File: config.mk
export PLATFORM = sky130hd
export DESIGN_NAME = iter_cmp
export DESIGN_NICKNAME = d
export VERILOG_FILES = /design/src/rtl/iter_cmp.sv
export SDC_FILE = /design/constraint.sdc
export NUM_CORES = 1
export LEC_CHECK = 0
export ABC_CLOCK_PERIOD_IN_PS = 4500
export CORE_MARGIN = 5
export CORE_UTILIZATION = 45
export CTS_CLUSTER_DIAMETER = 120
export DETAILED_ROUTE_END_ITERATION = 10
export PLACE_DENSITY = 0.78
export SYNTH_ARGS = -nofsm -noshare
export SYNTH_HDL_FRONTEND = slang
export SYNTH_SLANG_ARGS = --single-unit
File: constraint.sdc
create_clock -name clk -period 4.5 [get_ports clk]
set_clock_uncertainty 0.05 [all_clocks]
set_input_delay 0.45 -clock clk [delete_from_list [all_inputs] [get_ports clk]]
set_output_delay 0.45 -clock clk [all_outputs]
set_load 0.005 [all_outputs]
File: src/rtl/iter_cmp.sv
// iter_cmp: multi-cycle magnitude/equality comparator.
// Operands are captured on start and scanned MSB slice first, SLICE bits per
// cycle, stopping at the first slice that differs. Signed modes flip the sign
// bit of both captured operands so one unsigned slice compare serves all modes.
//
//   state | meaning
//   ------+-----------------------------------------------------------
//   IDLE  | waiting for start; result holds the last outcome
//   SCAN  | comparing slice k of the captured operands (busy=1)
//   FIN   | done pulse, fresh result visible; may accept a new start
module iter_cmp #(
  parameter int WIDTH = 32,
  parameter int SLICE = 8
) (
  input  logic             clk,
  input  logic             reset,
  input  logic             start,
  input  logic [2:0]       op,
  input  logic [WIDTH-1:0] a,
  input  logic [WIDTH-1:0] b,
  output logic             busy,
  output logic             done,
  output logic             result
);

  localparam int NSLICE = WIDTH / SLICE;
  localparam int KW     = (NSLICE > 1) ? $clog2(NSLICE) : 1;

  localparam logic [2:0] OP_EQ  = 3'd0;
  localparam logic [2:0] OP_NE  = 3'd1;
  localparam logic [2:0] OP_LT  = 3'd2;
  localparam logic [2:0] OP_LTU = 3'd3;
  localparam logic [2:0] OP_GE  = 3'd4;
  localparam logic [2:0] OP_GEU = 3'd5;
  localparam logic [2:0] OP_LEZ = 3'd6;
  localparam logic [2:0] OP_GTZ = 3'd7;

  typedef enum logic [1:0] {
    S_IDLE = 2'd0,
    S_SCAN = 2'd1,
    S_FIN  = 2'd2
  } state_t;

  state_t            state_q, state_d;
  logic [KW-1:0]     k_q, k_d;
  logic [WIDTH-1:0]  a_q, a_d;
  logic [WIDTH-1:0]  b_q, b_d;
  logic [2:0]        op_q, op_d;
  logic              result_q, result_d;

  logic              signed_op;
  logic [WIDTH-1:0]  cap_a, cap_b;
  logic [31:0]       slice_lo;
  logic [SLICE-1:0]  slice_a, slice_b;
  logic              slice_ne, slice_lt, last_slice;

  // Operand conditioning at capture time: zero modes drop b, signed modes
  // flip the sign bit so that signed order equals unsigned order.
  always_comb begin
    signed_op = (op == OP_LT) || (op == OP_GE) || (op == OP_LEZ) || (op == OP_GTZ);
    cap_a = a;
    cap_b = ((op == OP_LEZ) || (op == OP_GTZ)) ? '0 : b;
    if (signed_op) begin
      cap_a[WIDTH-1] = ~cap_a[WIDTH-1];
      cap_b[WIDTH-1] = ~cap_b[WIDTH-1];
    end
  end

  // Select the current slice; a shift keeps the index arithmetic width-neutral.
  always_comb begin
    slice_lo   = 32'((NSLICE - 1 - int'(k_q)) * SLICE);
    slice_a    = SLICE'(a_q >> slice_lo);
    slice_b    = SLICE'(b_q >> slice_lo);
    slice_ne   = (slice_a != slice_b);
    slice_lt   = (slice_a < slice_b);
    last_slice = (k_q == KW'(NSLICE - 1));
  end

  // Next-state, capture and result mapping.
  always_comb begin
    state_d  = state_q;
    k_d      = k_q;
    a_d      = a_q;
    b_d      = b_q;
    op_d     = op_q;
    result_d = result_q;
    case (state_q)
      S_IDLE, S_FIN: begin
        if (start) begin
          state_d = S_SCAN;
          k_d     = '0;
          a_d     = cap_a;
          b_d     = cap_b;
          op_d    = op;
        end else begin
          state_d = S_IDLE;
        end
      end
      S_SCAN: begin
        if (slice_ne || last_slice) begin
          state_d = S_FIN;
          // eq is !slice_ne here; lt only meaningful when slices differ
          case (op_q)
            OP_EQ:           result_d = !slice_ne;
            OP_NE:           result_d = slice_ne;
            OP_LT, OP_LTU:   result_d = slice_ne && slice_lt;
            OP_GE, OP_GEU:   result_d = !(slice_ne && slice_lt);
            OP_LEZ:          result_d = (slice_ne && slice_lt) || !slice_ne;
            OP_GTZ:          result_d = !((slice_ne && slice_lt) || !slice_ne);
            default:         result_d = 1'b0;
          endcase
        end else begin
          k_d = k_q + KW'(1);
        end
      end
      default: state_d = S_IDLE;
    endcase
  end

  // State and datapath registers; reset aborts any scan in flight.
  always_ff @(posedge clk or negedge reset) begin
    if (!reset) begin
      state_q  <= S_IDLE;
      k_q      <= '0;
      a_q      <= '0;
      b_q      <= '0;
      op_q     <= '0;
      result_q <= 1'b0;
    end else begin
      state_q  <= state_d;
      k_q      <= k_d;
      a_q      <= a_d;
      b_q      <= b_d;
      op_q     <= op_d;
      result_q <= result_d;
    end
  end

  // Handshake outputs decode directly from the state register.
  always_comb begin
    busy   = (state_q == S_SCAN);
    done   = (state_q == S_FIN);
    result = result_q;
  end

endmodule

# [After elaboration in Yosys (flattened, before gate mapping)]
# Cells that the tools add are included.
# W data, S select, Z words.
[word_totals] input_bits=70 reg_bits=72
[classes] mux=10 shifts=2 bitwise=2 n_addsub=2 n_eq_ne=18 order_cmp=1 n_reduce_logical=19
[op_table] op="$shr A32 B32 Y8" n=2
[op_table] op="$mux W32" n=1
[op_table] op="$eq A3 B3 Y1 const B" n=7
[op_table] op="$eq A3 B2 Y1 const B" n=3
[op_table] op="$lt A8 B8 Y1" n=1
[op_table] op="$ne A8 B8 Y1" n=1
[op_table] op="$pmux W2 S2" n=2
[op_table] op="$logic_or A1 B1 Y1" n=6
[op_table] op="$mux W2" n=3
[op_table] op="$pmux W1 S6" n=1
[op_table] op="$reduce_or A2 Y1" n=3
[op_table] op="$eq A2 B2 Y1 const B" n=2
[op_table] op="$ne A2 B2 Y1 const B" n=2
[op_table] op="$reduce_and A2 Y1" n=2
[op_table] op="$eq A3 B1 Y1 const B" n=1
[op_table] op="$logic_not A1 Y1" n=3
[op_table] op="$logic_not A3 Y1" n=1
[op_table] op="$mux W1" n=3
[op_table] op="$reduce_and A3 Y1" n=1
[op_table] op="$sub A2 B2 Y3 const A" n=1
[op_table] op="$add A2 B1 Y2 const B" n=1
[op_table] op="$eq A2 B1 Y1 const B" n=1
[op_table] op="$logic_not A2 Y1" n=1
[op_table] op="$ne A2 B1 Y1 const B" n=1
[op_table] op="other kinds (3)" n=4

# [Longest topological paths before layout]
[depth] ltp_word=7 depth_mapped=10 mapped_depth_nobuf=8

# [Worst setup path before layout]
# No wires, ideal clock.
[synth_timing] path_kind="register to register" start="register k_q[0]" end="register result_q (netlist: result)" setup_time_ps=95 required_ps=4355 path_slack_ps=1801 path_buffers=2 arrival_ps=2554 path_stages_with_launch=10 path_cell_list="dfrtp_1 -> buf_2 -> buf_4 -> mux4_2 -> ha_1 -> nor2b_4 -> o211ai_2 -> a21oi_2 -> o311a_1 -> o32ai_2"
[synth_between] elab_chain_cells=7 elab_cells_between_ends=14
[synth_rtl] item="start: declaration" line_no="45" source="logic [KW-1:0] k_q, k_d;"
[synth_rtl] item="start signal: assignment" line_no="131" source="k_q <= k_d;"
[synth_rtl] item="$sub A2 B2 Y3" line_no="71" source="slice_lo = 32'((NSLICE - 1 - int'(k_q)) * SLICE);"
[synth_rtl] item="$shr A32 B32 Y8 (on tied branches)" line_no="72, 73"
[synth_rtl] item="$lt A8 B8 Y1 or $ne A8 B8 Y1 (tied branches)" line_no="75, 74"
[synth_rtl] item="$logic_and A1 B1 Y1 or $logic_not A1 Y1 (tied branches)"
[synth_rtl] item="$logic_or A1 B1 Y1" line_no="108, 109"
[synth_rtl] item="$logic_not A1 Y1" line_no="109" source="OP_GTZ: result_d = !((slice_ne && slice_lt) || !slice_ne);"
[synth_rtl] item="$pmux W1 S6" line_no="103" source="case (op_q)"
[synth_rtl] item="end signal: assignment" line_no="135" source="result_q <= result_d;"
[synth_rtl] item="end: declaration" line_no="49" source="logic result_q, result_d;"
# Parallel ways exist; a longest one is shown, timed or not.
# A chain may end at the register's enable or synchronous reset.

# [Worst setup path in the final report]
# Ends and elaborated chain as after synthesis.

==> summary.md <==
| Metric | Value |
|---|---|
| Slew margin rel. | 46.18% |
| VDD IR max | 0.1933 mV |
| CTS root buf | clkbuf_8 |
| Final setup vio count | 0 |
| P_int | 1272 uW |
| WL final | 6927 um |
| CP Launch Type | register |
| Met3 Use GR | 3.362% |
| Netlist area before placement | 0.003322 sq mm |
| Pins Over Slew Limit | 0 |
| Mapped Cells | 233 |
| Clk_lat worst skew | 0.34 ns |
| Synth unique cells | 30 |
| Drc violations | 0 |
| IO Port Bufs | 72 |
| Unrepaired setup endpoints after global routing | false |
| Number of global-route vias before repair | 2420 |
| Htree depth | 3 |
| Pin count of the biggest net entering global routing | 41 |
| Routability congestion estimate from global placement | 0.8155 |
| Clk pwr share | 33.1% |
| Sequential power share | 47.2% |
| Layout Area Growth over Synthesis | 31.00% |
| Clock Pin Slew Worst Setup and Hold Paths | 0.07 ns |
| Vias | 2193 |
| Grt ovf | 0 |
| Initial DRC count | 86 |
| Worst setup EP type | register |
| Avg Vias per Cell | 5.349 |
| CTS tree | built |
| Critical path arrival | 3.22 ns |
| GR Util met1 | 21.60% |
| Final Cycle Share | 68.28% |
| Rows | 31 |
| Die width | 95.92 um |
| Final ANT Viol Nets | 0 |
| Non-filler cells in the finished layout | 410 |
| I/O pins | 73 |
| Core region area | 0.007214 sq mm |
| Gr usage total | 16.96% |
| Outcome | finished, final reports clean |
| Pwr Density | 388.7 mW/mm^2 |
| CP Max Fanout | 13 |
| Sw Ratio | 24.80% |
| Worst reg-to-reg setup slack | 1.43 ns |
| Hold Crit Class | input port to async pin |
| #FFs+latches synth | 72 |
| Register-to-Register Path Depth | 8 |
| Initial Util | 46.05% |
| CP Class | register to register |
| Register area share after synthesis | 54.24% |
| Initial antenna violation count | 0 |
| Worst-Margin Slew | 0.8073 ns |
| Shortest period the worst path allows | 3.073 ns |
| TritonCTS buffer count | 9 |
| Post-Place Cells | 394 |
| Mapped Nets | 312 |
| End of the worst register-to-register path | result |
| Fill cells | 600 |
| Post-DR wirelength/cell | 16.90 um |
| Pleak | 0.001845 uW |
| Clk buf depth | 2 |
| Reg-to-reg critical path startpoint | k_q[0] |
| Share of cells above drive strength 1 | 25.72% |
| Clock sink count | 72 |
| DIE AREA | 0.009201 sq mm |
| Met2 Track Usage GR | 27.62% |
| Post-detail-place hpwl | 5131 um |
| Router iterations before antenna repair | 4 |
| Maximum clock rate | 325.5 MHz |
| Post-CTS Hold Fix Bufs | 0 |
| PostCTS Resize Cnt | 0 |
| First-pass GRT wire length | 11630 um |
| Setup TNS | 0 ns |
| Combinational power share | 19.8% |
| Layer carrying the most global-route usage | met2 |
| Net Switching | 419.4 uW |
| Antenna diodes | 0 |
| Syn. warnings | 0 |
| Post-CTS Setup Inserts | 0 |
| Final-stage net count | 385 |
| Critical path required time | 4.65 ns |
| Avg Cell Area, Syn | 14.26 sq um |
| Final Hold Vio Count | 0 |
| Die H | 95.92 um |
| Max-Cap Viols | 0 |
==> synth_stat cells <==
library cell   n  area share [%]
a211oi_1       1            0.23
a21boi_0       1            0.23
a21o_1         1            0.23
a21oi_1        5            0.75
a21oi_2        1            0.26
a22o_1        31             8.2
buf_1          3            0.34
buf_2         11             1.7
buf_4          1            0.23
dfrtp_1       72              54
ha_1           9             3.4
inv_1         13             1.5
maj3_2         1            0.34
mux2_2        34              12
mux4_2        16              11
nand2_1        5            0.57
nand2b_1       1            0.19
nand3_1        4            0.60
nand4_1        2            0.38
nor2_1         3            0.34
nor2b_1        2            0.38
nor2b_4        1            0.41
o211ai_2       1            0.38
o21ai_0        8             1.2
o311a_1        1            0.30
o32ai_2        1            0.49
or2_2          1            0.19
or3_1          1            0.19
or4_1          1            0.23
xnor2_1        1            0.26
==> stage by stage <==
stage	hold WS (ns)	util (%)	instance area, sq um	total power, uW	worst slack [ns]
detailed placement	0.4377	57.27	4131	1146	1.423
global route	0.1726	60.32	4352	1779	1.239
finish	0.1199	60.32	4352	1691	1.427
global placement	0.4329	57.27	4131	1129	1.592
CTS	0.1282	60.32	4352	1711	1.400
floorplan	0.1044	-	3322	999.2	1.801
==> how the worst max path moves through the flow <==
stage,start,end
after floorplan,k_q[0],result
after global placement,k_q[0],result
after detailed placement,k_q[0],result
after CTS,k_q[0],result
after global routing,k_q[0],result
final,k_q[0],result
==> placed cells by master, fill, tap and decap left out, drive strengths merged <==
master / count
a211oi: 1
or2: 1
buf: 6
nand4: 2
clkdlybuf4s50: 71
bufinv: 2
a21boi: 1
clkinv: 3
o21ai: 8
dfrtp: 72
mux4: 16
xnor2: 1
o211ai: 1
o311a: 1
inv: 13
nand2: 5
mux2: 34
or4: 1
maj3: 1
a22o: 31
o32ai: 1
clkinvlp: 1
clkbuf: 10
a21oi: 6
or3: 1
nor2b: 3
nand3: 4
nand2b: 1
ha: 9
nor2: 3
a21o: 1
==> critical path, cell delays in order (launching register included) <==
cell,delay (ns)
dfrtp_1,0.76
buf_4,0.27
mux4_2,0.51
ha_1,0.33
a21oi_1,0.17
nor2_1,0.07
or3_1,0.36
a211oi_1,0.28
o32ai_2,0.13
==> power by group through the flow <==
stage	Clock (uW)	Sequential (uW)	Combinational, uW
floorplan	0	786	213
detailed placement	0	810	336
global route	599	812	368
global placement	0	807	322
finish	559	798	334
CTS	574	798	339
==> final cells by class <==
cell class	count	area [sq um]	share of cell area, %
Inverter	13	48.80	1.121
Sequential cell	72	1802	41.40
Timing Repair Buffer	77	753.2	17.31
Tap cell	99	123.9	2.846
Clock inverter	6	82.58	1.898
Clock buffer	10	137.6	3.163
Multi-Input combinational cell	133	1404	32.26
==> kinds of logic (layout without fill, tap and decap cells) <==
kind of cell / Yosys count / in the layout / synth area share [%]
XOR/XNOR: 1 / 1 / 0.2637
multiplexers: 50 / 50 / 22.37
AND/OR/NAND/NOR: 21 / 21 / 3.465
flip-flops: 72 / 72 / 54.24
AO/OA/AOI/OAI: 51 / 51 / 12.24
buffers and inverters: 28 / 106 / 3.691
adder cells (fa/ha/maj): 10 / 10 / 3.729
==> metal layers <==
| metal | part of all wire [%] | vias up |
|---|---|---|
| met4 | 1.7 | 0 |
| met5 | 0 | - |
| met1 | 42 | 1095 |
| met3 | 4.1 | 12 |
| met2 | 52 | 58 |
| li1 | - | 1028 |
==> sequential cells by signal, indices dropped and copies added, names as in the netlist <==
| signal | flops |
|---|---|
| op_q | 3 |
| b_q | 32 |
| a_q | 32 |
| k_q | 2 |
| state_q | 2 |
| result | 1 |
Power figures use the tool's default switching activity.
